<file path="src/rtl/msg_pkg.sv">
// Shared message record and length-check helper for the parser-to-sink message queue.
package msg_pkg;

    localparam int unsigned MSG_BYTES = 32;

    typedef struct packed {
        logic [15:0]            length;
        logic [8*MSG_BYTES-1:0] data;
        logic                   error;
    } msg_t;

    function automatic logic msg_len_bad(input logic [15:0] len, input logic [15:0] max);
        return (len == 16'd0) || (len > max);
    endfunction

endpackage

</file>
<file path="src/rtl/msg_queue.sv">
// Whole-message FIFO with valid/ready output, sticky overflow and a saturating drop counter.
// Build option MSG_QUEUE_DROP_ERR_EN: errored messages are discarded silently and out_error is tied 0.
module msg_queue
    import msg_pkg::*;
#(
    parameter int unsigned MAX_MSG_BYTES = 32,
    parameter int unsigned DEPTH         = 4,
    parameter int unsigned CNT_W         = 8
) (
    input  logic                       clk,
    input  logic                       rst,
    input  logic                       in_valid,
    input  logic [15:0]                in_length,
    input  logic [8*MAX_MSG_BYTES-1:0] in_data,
    input  logic                       in_error,
    output logic                       out_valid,
    input  logic                       out_ready,
    output logic [15:0]                out_length,
    output logic [8*MAX_MSG_BYTES-1:0] out_data,
    output logic                       out_error,
    output logic [$clog2(DEPTH):0]     count,
    output logic                       full,
    output logic                       overflow,
    output logic [CNT_W-1:0]           drop_cnt
);

    localparam int unsigned PTR_W    = $clog2(DEPTH);
    localparam int unsigned CNT_BITS = PTR_W + 1;
    localparam logic [15:0] MAX_LEN  = 16'(MAX_MSG_BYTES);

    msg_t                r_mem [DEPTH];
    logic [PTR_W-1:0]    r_wr_ptr;
    logic [PTR_W-1:0]    r_rd_ptr;
    logic [CNT_BITS-1:0] r_count;
    logic                r_overflow;
    logic [CNT_W-1:0]    r_drop_cnt;

    msg_t w_in;
    msg_t w_head;
    logic w_accept;
    logic w_push;
    logic w_pop;
    logic w_drop;

    assign w_in.length = in_length;
    assign w_in.data   = in_data;
    assign w_in.error  = in_error | msg_len_bad(in_length, MAX_LEN);

`ifdef MSG_QUEUE_DROP_ERR_EN
    assign w_accept = in_valid & ~w_in.error;
`else
    assign w_accept = in_valid;
`endif

    // When full, a simultaneous pop frees the head slot, which the push then reuses.
    assign w_pop  = out_valid & out_ready;
    assign w_push = w_accept & (~full | w_pop);
    assign w_drop = w_accept & full & ~w_pop;

    always_ff @(posedge clk or negedge rst) begin
        if (!rst) begin
            for (int unsigned i = 0; i < DEPTH; i++) begin
                r_mem[i] <= '0;
            end
            r_wr_ptr   <= '0;
            r_rd_ptr   <= '0;
            r_count    <= '0;
            r_overflow <= 1'b0;
            r_drop_cnt <= '0;
        end else begin
            if (w_push) begin
                r_mem[r_wr_ptr] <= w_in;
                r_wr_ptr        <= r_wr_ptr + 1'b1;
            end
            if (w_pop) begin
                r_rd_ptr <= r_rd_ptr + 1'b1;
            end
            if (w_push && !w_pop) begin
                r_count <= r_count + 1'b1;
            end else if (!w_push && w_pop) begin
                r_count <= r_count - 1'b1;
            end
            if (w_drop) begin
                r_overflow <= 1'b1;
                if (r_drop_cnt != '1) begin
                    r_drop_cnt <= r_drop_cnt + 1'b1;
                end
            end
        end
    end

    assign w_head     = r_mem[r_rd_ptr];
    assign out_valid  = (r_count != '0);
    assign out_length = out_valid ? w_head.length : '0;
    assign out_data   = out_valid ? w_head.data : '0;
`ifdef MSG_QUEUE_DROP_ERR_EN
    assign out_error  = 1'b0;
`else
    assign out_error  = out_valid & w_head.error;
`endif
    assign count      = r_count;
    assign full       = (r_count == CNT_BITS'(DEPTH));
    assign overflow   = r_overflow;
    assign drop_cnt   = r_drop_cnt;

endmodule

</file>
<file path="config.mk">
export PLATFORM = sky130hd
export DESIGN_NAME = msg_queue
export DESIGN_NICKNAME = d
export VERILOG_FILES = /design/src/rtl/msg_pkg.sv /design/src/rtl/msg_queue.sv
export SDC_FILE = /design/constraint.sdc
export NUM_CORES = 1
export LEC_CHECK = 0
export CAP_MARGIN = 10
export CORE_UTILIZATION = 38
export CTS_BUF_LIST = sky130_fd_sc_hd__clkbuf_2
export CTS_CLUSTER_SIZE = 8
export DETAILED_ROUTE_END_ITERATION = 10
export SLEW_MARGIN = 15
export SYNTH_ARGS = -nofsm -noshare
export SYNTH_HDL_FRONTEND = slang
export SYNTH_SLANG_ARGS = --single-unit
</file>
<file path="constraint.sdc">
create_clock -name clk -period 4 [get_ports clk]
set_input_delay 0.8 -clock clk [delete_from_list [all_inputs] [get_ports clk]]
set_output_delay 0.8 -clock clk [all_outputs]
set_load 0.05 [all_outputs]
</file>
* Yosys cells after proc, flatten, opt, wreduce, memory -nomap -nowiden
Index checks and enable logic that the tools add are counted.
Storage, ports and cells: flip-flop bits (word level) 1108, bits of input ports 277, word-level logic and storage cells 59
Operators by class: bitwise operators 11, eq/ne operators 2, order comparisons 4, add/sub/neg operators 5, reduce and logical (&&, ||, !) cells 10, muxes and demuxes 10
Operators by type and width (count):
- 1092-bit bitwise mux | 1
- 273-bit 2-to-1 mux | 3
- 273-bit binary-select mux with 2-bit select | 1
- 273-bit demux with 2-bit select | 1
- 256-bit 2-to-1 mux | 1
- 16-bit by 6-bit > comparator with 1-bit output (second input constant) | 1
- 16-bit logical NOT | 1
- 16-bit 2-to-1 mux | 1
- 8-bit by 1-bit adder with 8-bit output (second input constant) | 1
- 8-bit inequality test (second input constant) | 1
- 3-bit greater-or-equal comparator (second input constant) | 2
- 3-bit 2-to-1 mux | 2
- 2-bit NOT with 3-bit output | 2
- 1-bit AND | 5
- 2-bit by 1-bit adder with 2-bit output (second input constant) | 2
- 3-bit by 1-bit adder with 3-bit output (second input constant) | 1
- 3-bit == test (second input constant) | 1
- 1-bit logical AND | 3
- 3-bit by 1-bit less-than comparator with 1-bit output (second input constant) | 1
- 3-bit nonzero test | 1
- 3-bit by 1-bit subtractor with 3-bit output (second input constant) | 1
- 1-bit logical NOT | 2
- 1-bit NOT | 2
- 1-bit bitwise OR | 2
- 3 further kinds | 3

* Longest topological paths before layout
depth in word-level cells 8, gate-level depth with buffers 10, depth with buffers taken out 8

* Least setup slack after synthesis
OpenSTA, ideal clock, no wires.
kind flip-flop to output port, from register r_count[0], in the netlist count[0], to output port out_data[246], arrival 2.187 ns, path slack 1.013 ns, cell stages (with the launch flop) 5, buffers on the path 2, cells stage by stage dfrtp_1 > or3_1 > clkbuf_1 > clkbuf_1 > and2_1
Between the ends: longest elaborated chain between the ends 2
RTL lines:
- from (decl) | line msg_queue.sv:34 | logic [CNT_BITS-1:0] r_count;
- from (signal assigned) | line msg_queue.sv:79 | r_count <= r_count + 1'b1;
- from (signal assigned) | line msg_queue.sv:81 | r_count <= r_count - 1'b1;
- 3-bit nonzero test | line msg_queue.sv:93 | assign out_valid = (r_count != '0);
- named net out_valid | line msg_queue.sv:16 | output logic out_valid,
- 256-bit 2-to-1 mux | line msg_queue.sv:95 | assign out_data = out_valid ? w_head.data : '0;
- to (decl) | line msg_queue.sv:19 | output logic [8*MAX_MSG_BYTES-1:0] out_data,
The timed path passes the listed nets, and every way through them passes these cells.

* Worst setup path in the final report
from register r_rd_ptr[0], to output port out_data[212]
Between the ends: longest elaborated chain between the ends 5
RTL lines:
- from (decl) | line msg_queue.sv:33 | logic [PTR_W-1:0] r_rd_ptr;
- from (signal assigned) | line msg_queue.sv:76 | r_rd_ptr <= r_rd_ptr + 1'b1;
- 2-bit NOT with 3-bit output (not written as such) | line msg_queue.sv:92 | assign w_head = r_mem[r_rd_ptr];
- 273-bit binary-select mux with 2-bit select | line msg_queue.sv:92
- 273-bit 2-to-1 mux (not written as such) (2 in series) | line msg_queue.sv:92
- 256-bit 2-to-1 mux | line msg_queue.sv:95
Every way passes these cells. The select of a mux whose other input is x is not followed.

==> flow_metrics.tcl <==
set metrics [dict create \
    finalWorstSetupSlack_ps -254 \
    drv_cap 0 \
    cts_htree_levels 5 \
    grt_max_degree 121 \
    path_max_fanout 6 \
    fin_skew_ps 124 \
    cts_tree "done" \
    critPathMaxStageDelay_ps 500 \
    violations "setup timing" \
    viasPerCell 4.96 \
    min_period_ps 4250 \
    netlist.area_leader.share_pct 51.4 \
    fin_util_pct 49.3 \
    clkTransAtPathRegs_ps 100 \
    path_common_cell "buf_12" \
    fin_nets 4466 \
    grt_pass1_wl_um 222000 \
    firstDrtPassIters 5 \
    ys_warn_count 0 \
    yosysSeqAreaShare_pct 51.4 \
    hold_violations 0 \
    start_util_pct 38.5 \
    layout-drive-gt1-share_pct 56.8 \
    synthTopCellsByArea "dfrtp_1, mux2_4, mux4_2, mux2_2, buf_12" \
    synth.avg_cell_area_um2 17.8 \
    post-route-drc-count 0 \
    rows 137 \
    critPathCaptureType "output port" \
    cts_root_buf "clkbuf_2" \
    hp-class "in -> reg" \
    ys.flop_type "dfrtp_1" \
    synthesis.instances 3025 \
    critPathLaunchType "flop" \
    synth_edf_count 0 \
    crit_slowest_cell "dfrtp_4" \
    grt_overflow 0 \
    core_um2 140000 \
    die_area_um2 144000 \
    drtAntennaViolNets 0 \
    finalCritPeriodShare_pct 106 \
    cp.arrival_ps 3450 \
    crit_required_ps 3200 \
    clockBufferDepth 4 \
    yosysUniqueCellTypes 38 \
    io_pins 564 \
    setup_violations 259 \
    drtIter0Drc 1577 \
    critical_path.top_delay_family "buffers and inverters" \
    worst_pin_slew_ps 1050 \
    grt_pass1_vias 34915 \
    dp_slack_ps 666 \
    dp_hpwl_um 86100 \
    fmax_mhz 235 \
    slew_violations 0 \
    wl_per_cell_um 22.9 \
    port_buffers 563 \
    ys_ff_latch 1108 \
    fillers 12189 \
    cts_made_buffers 319 \
    syn-num-nets 3309 \
    routed_wl_um 144000 \
    rsz0062_at_grt "yes" \
    die_w_um 379 \
    crit_type "reg -> out" \
    synth_top_area_cell "dfrtp_1" \
    grtUsageTotal_pct 20.2 \
    syn_area_um2 54000 \
    path_cells "buf_12 > buf_12 > buf_12 > buf_8 > buf_8 > mux4_2 > and2_4 > buf_12" \
    antenna_found_initial 10 \
    status "complete, but fails checks" \
    cts_sinks 1108 \
    die-height_um 379 \
    area_growth_pct 28.0 \
    async_flop_share_pct 100 \
    routabilityCongestion 0.764 \
    clk_latency_ps 1610 \
    cp.buffers_inverters 6 \
    vias 31088 \
    maxSlewHeadroom_pct 30.1 \
]
[final timing paths]
check                                                to  slack [ps]  depth (start not counted)               startpoint
worst min register to register   r_mem[819]$_DFFE_PN0P_         490                          2   r_mem[819]$_DFFE_PN0P_
max in group asynchronous        r_mem[298]$_DFFE_PN0P_        2550                          4                      rst
worst max register to register   r_mem[704]$_DFFE_PN0P_        1270                          7     count[0]$_DFFE_PN0P_
worst max-delay path                      out_data[212]        -250                          8  r_rd_ptr[0]$_DFFE_PN0P_
worst min-delay path            drop_cnt[4]$_DFFE_PN0P_         310                          4                 in_valid
min in group asynchronous       r_mem[1080]$_DFFE_PN0P_         690                          4                      rst
[synth_stat cells (2+ instances only)]
| library cell | instances |
|---|---|
| dfrtp_1 | 1108 |
| mux2_2 | 264 |
| mux2_1 | 26 |
| nor3_1 | 3 |
| buf_6 | 6 |
| and3_1 | 2 |
| nand3_1 | 5 |
| mux4_2 | 273 |
| nand3_4 | 4 |
| buf_2 | 28 |
| clkbuf_1 | 50 |
| and2_1 | 273 |
| nor2_1 | 3 |
| nand2_1 | 7 |
| buf_1 | 14 |
| ha_1 | 6 |
| o21ai_0 | 5 |
| mux2_4 | 800 |
| buf_4 | 5 |
| xor2_1 | 5 |
| xnor2_1 | 8 |
| nand4_1 | 2 |
| buf_8 | 22 |
| buf_12 | 88 |
| inv_1 | 4 |
| nor4_1 | 2 |
[per-layer routing]
layer  vias up  global-route usage, %  share of wire [%]
li1      13578                      -                  -
met1     16504                   26.4                 43
met2       731                   33.1                 50
met3       267                   4.78                4.8
met4         8                   6.47                2.4
met5         -                      0              0.028
[per-stage QoR]
stage / instance area (um^2) / hold WS [ps] / std cells / TNS (ps)
floorplan: 54000 / 444 / 3025 / 0
global placement: 61100 / 465 / 5387 / 0
detailed placement: 61100 / 471 / 5387 / 0
CTS: 68800 / 81.3 / 6261 / -119450
global route: 69100 / 80.6 / 6268 / -123810
finish: 69100 / 315 / 6268 / -32260
[cell families after synthesis]
logic type / Yosys count / synth area share (%)
buffers and inverters: 217 / 4.80
flip-flops: 1108 / 51.4
AO/OA/AOI/OAI: 9 / 0.107
multiplexers: 1363 / 39.7
AND/OR/NAND/NOR: 308 / 3.62
adder cells (fa/ha/maj): 7 / 0.176
XOR/XNOR: 13 / 0.211
[flip-flops by register name, summed over array words and instances, names as in the netlist]
register / flops
count: 3
r_rd_ptr: 2
r_wr_ptr: 2
drop_cnt: 8
r_mem: 1092
overflow: 1
[area by class of cell]
| type | instances | area [um^2] | share of cell area [%] |
|---|---|---|---|
| Tap cell | 1876 | 2350 | 3.40 |
| Clock inverter | 65 | 305 | 0.442 |
| Antenna cell | 12 | 30.0 | 0.0435 |
| Clock buffer | 454 | 2270 | 3.29 |
| Multi-Input combinational cell | 1702 | 24100 | 34.9 |
| Sequential cell | 1108 | 27700 | 40.2 |
| Inverter | 4 | 15.0 | 0.0217 |
| Timing Repair Buffer | 1047 | 12200 | 17.7 |
[worst register-to-register path, stage by stage, from the launching register on]
cell     delay (ps)
dfrtp_2         400
buf_4           150
buf_4           180
or4b_4          610
nand3_4         260
buf_12          280
buf_4           360
mux2_4          330
[placed cells by master (no fill, tap or decap), drive strengths merged, types with 2 or more instances in the layout]
cell | Yosys | final
mux4 | 273 | 273
clkbuf | 50 | 456
xnor2 | 8 | 8
and3 | 2 | 2
diode | 0 | 12
or3 | 1 | 3
xor2 | 5 | 5
nor4 | 2 | 2
buf | 163 | 476
dfrtp | 1108 | 1108
clkdlybuf4s50 | 0 | 285
nand2 | 7 | 7
nand4 | 2 | 2
clkinv | 0 | 58
nor3 | 3 | 3
nor2 | 3 | 3
bufbuf | 0 | 4
dlygate4sd3 | 0 | 276
ha | 6 | 6
and2 | 274 | 274
mux2 | 1090 | 1090
inv | 4 | 9
bufinv | 0 | 2
dlymetal6s2s | 0 | 3
nand3 | 9 | 9
o21ai | 5 | 5
[repair_timing]
| item | in CTS | in global routing |
|---|---|---|
| resized for setup | 1386 | 193 |
| pin swaps | 27 | 27 |
| hold buffers | 277 | 0 |
| hold endpoints to repair | 2205 | 0 |
| endpoints found under the setup margin | 276 | 276 |
| cloned | 27 | 2 |
| buffers inserted | 51 | 2 |
Power is left out: the tool's default activity adds up to more than one toggle a clock period on the data nets, which glitch-free logic cannot reach.
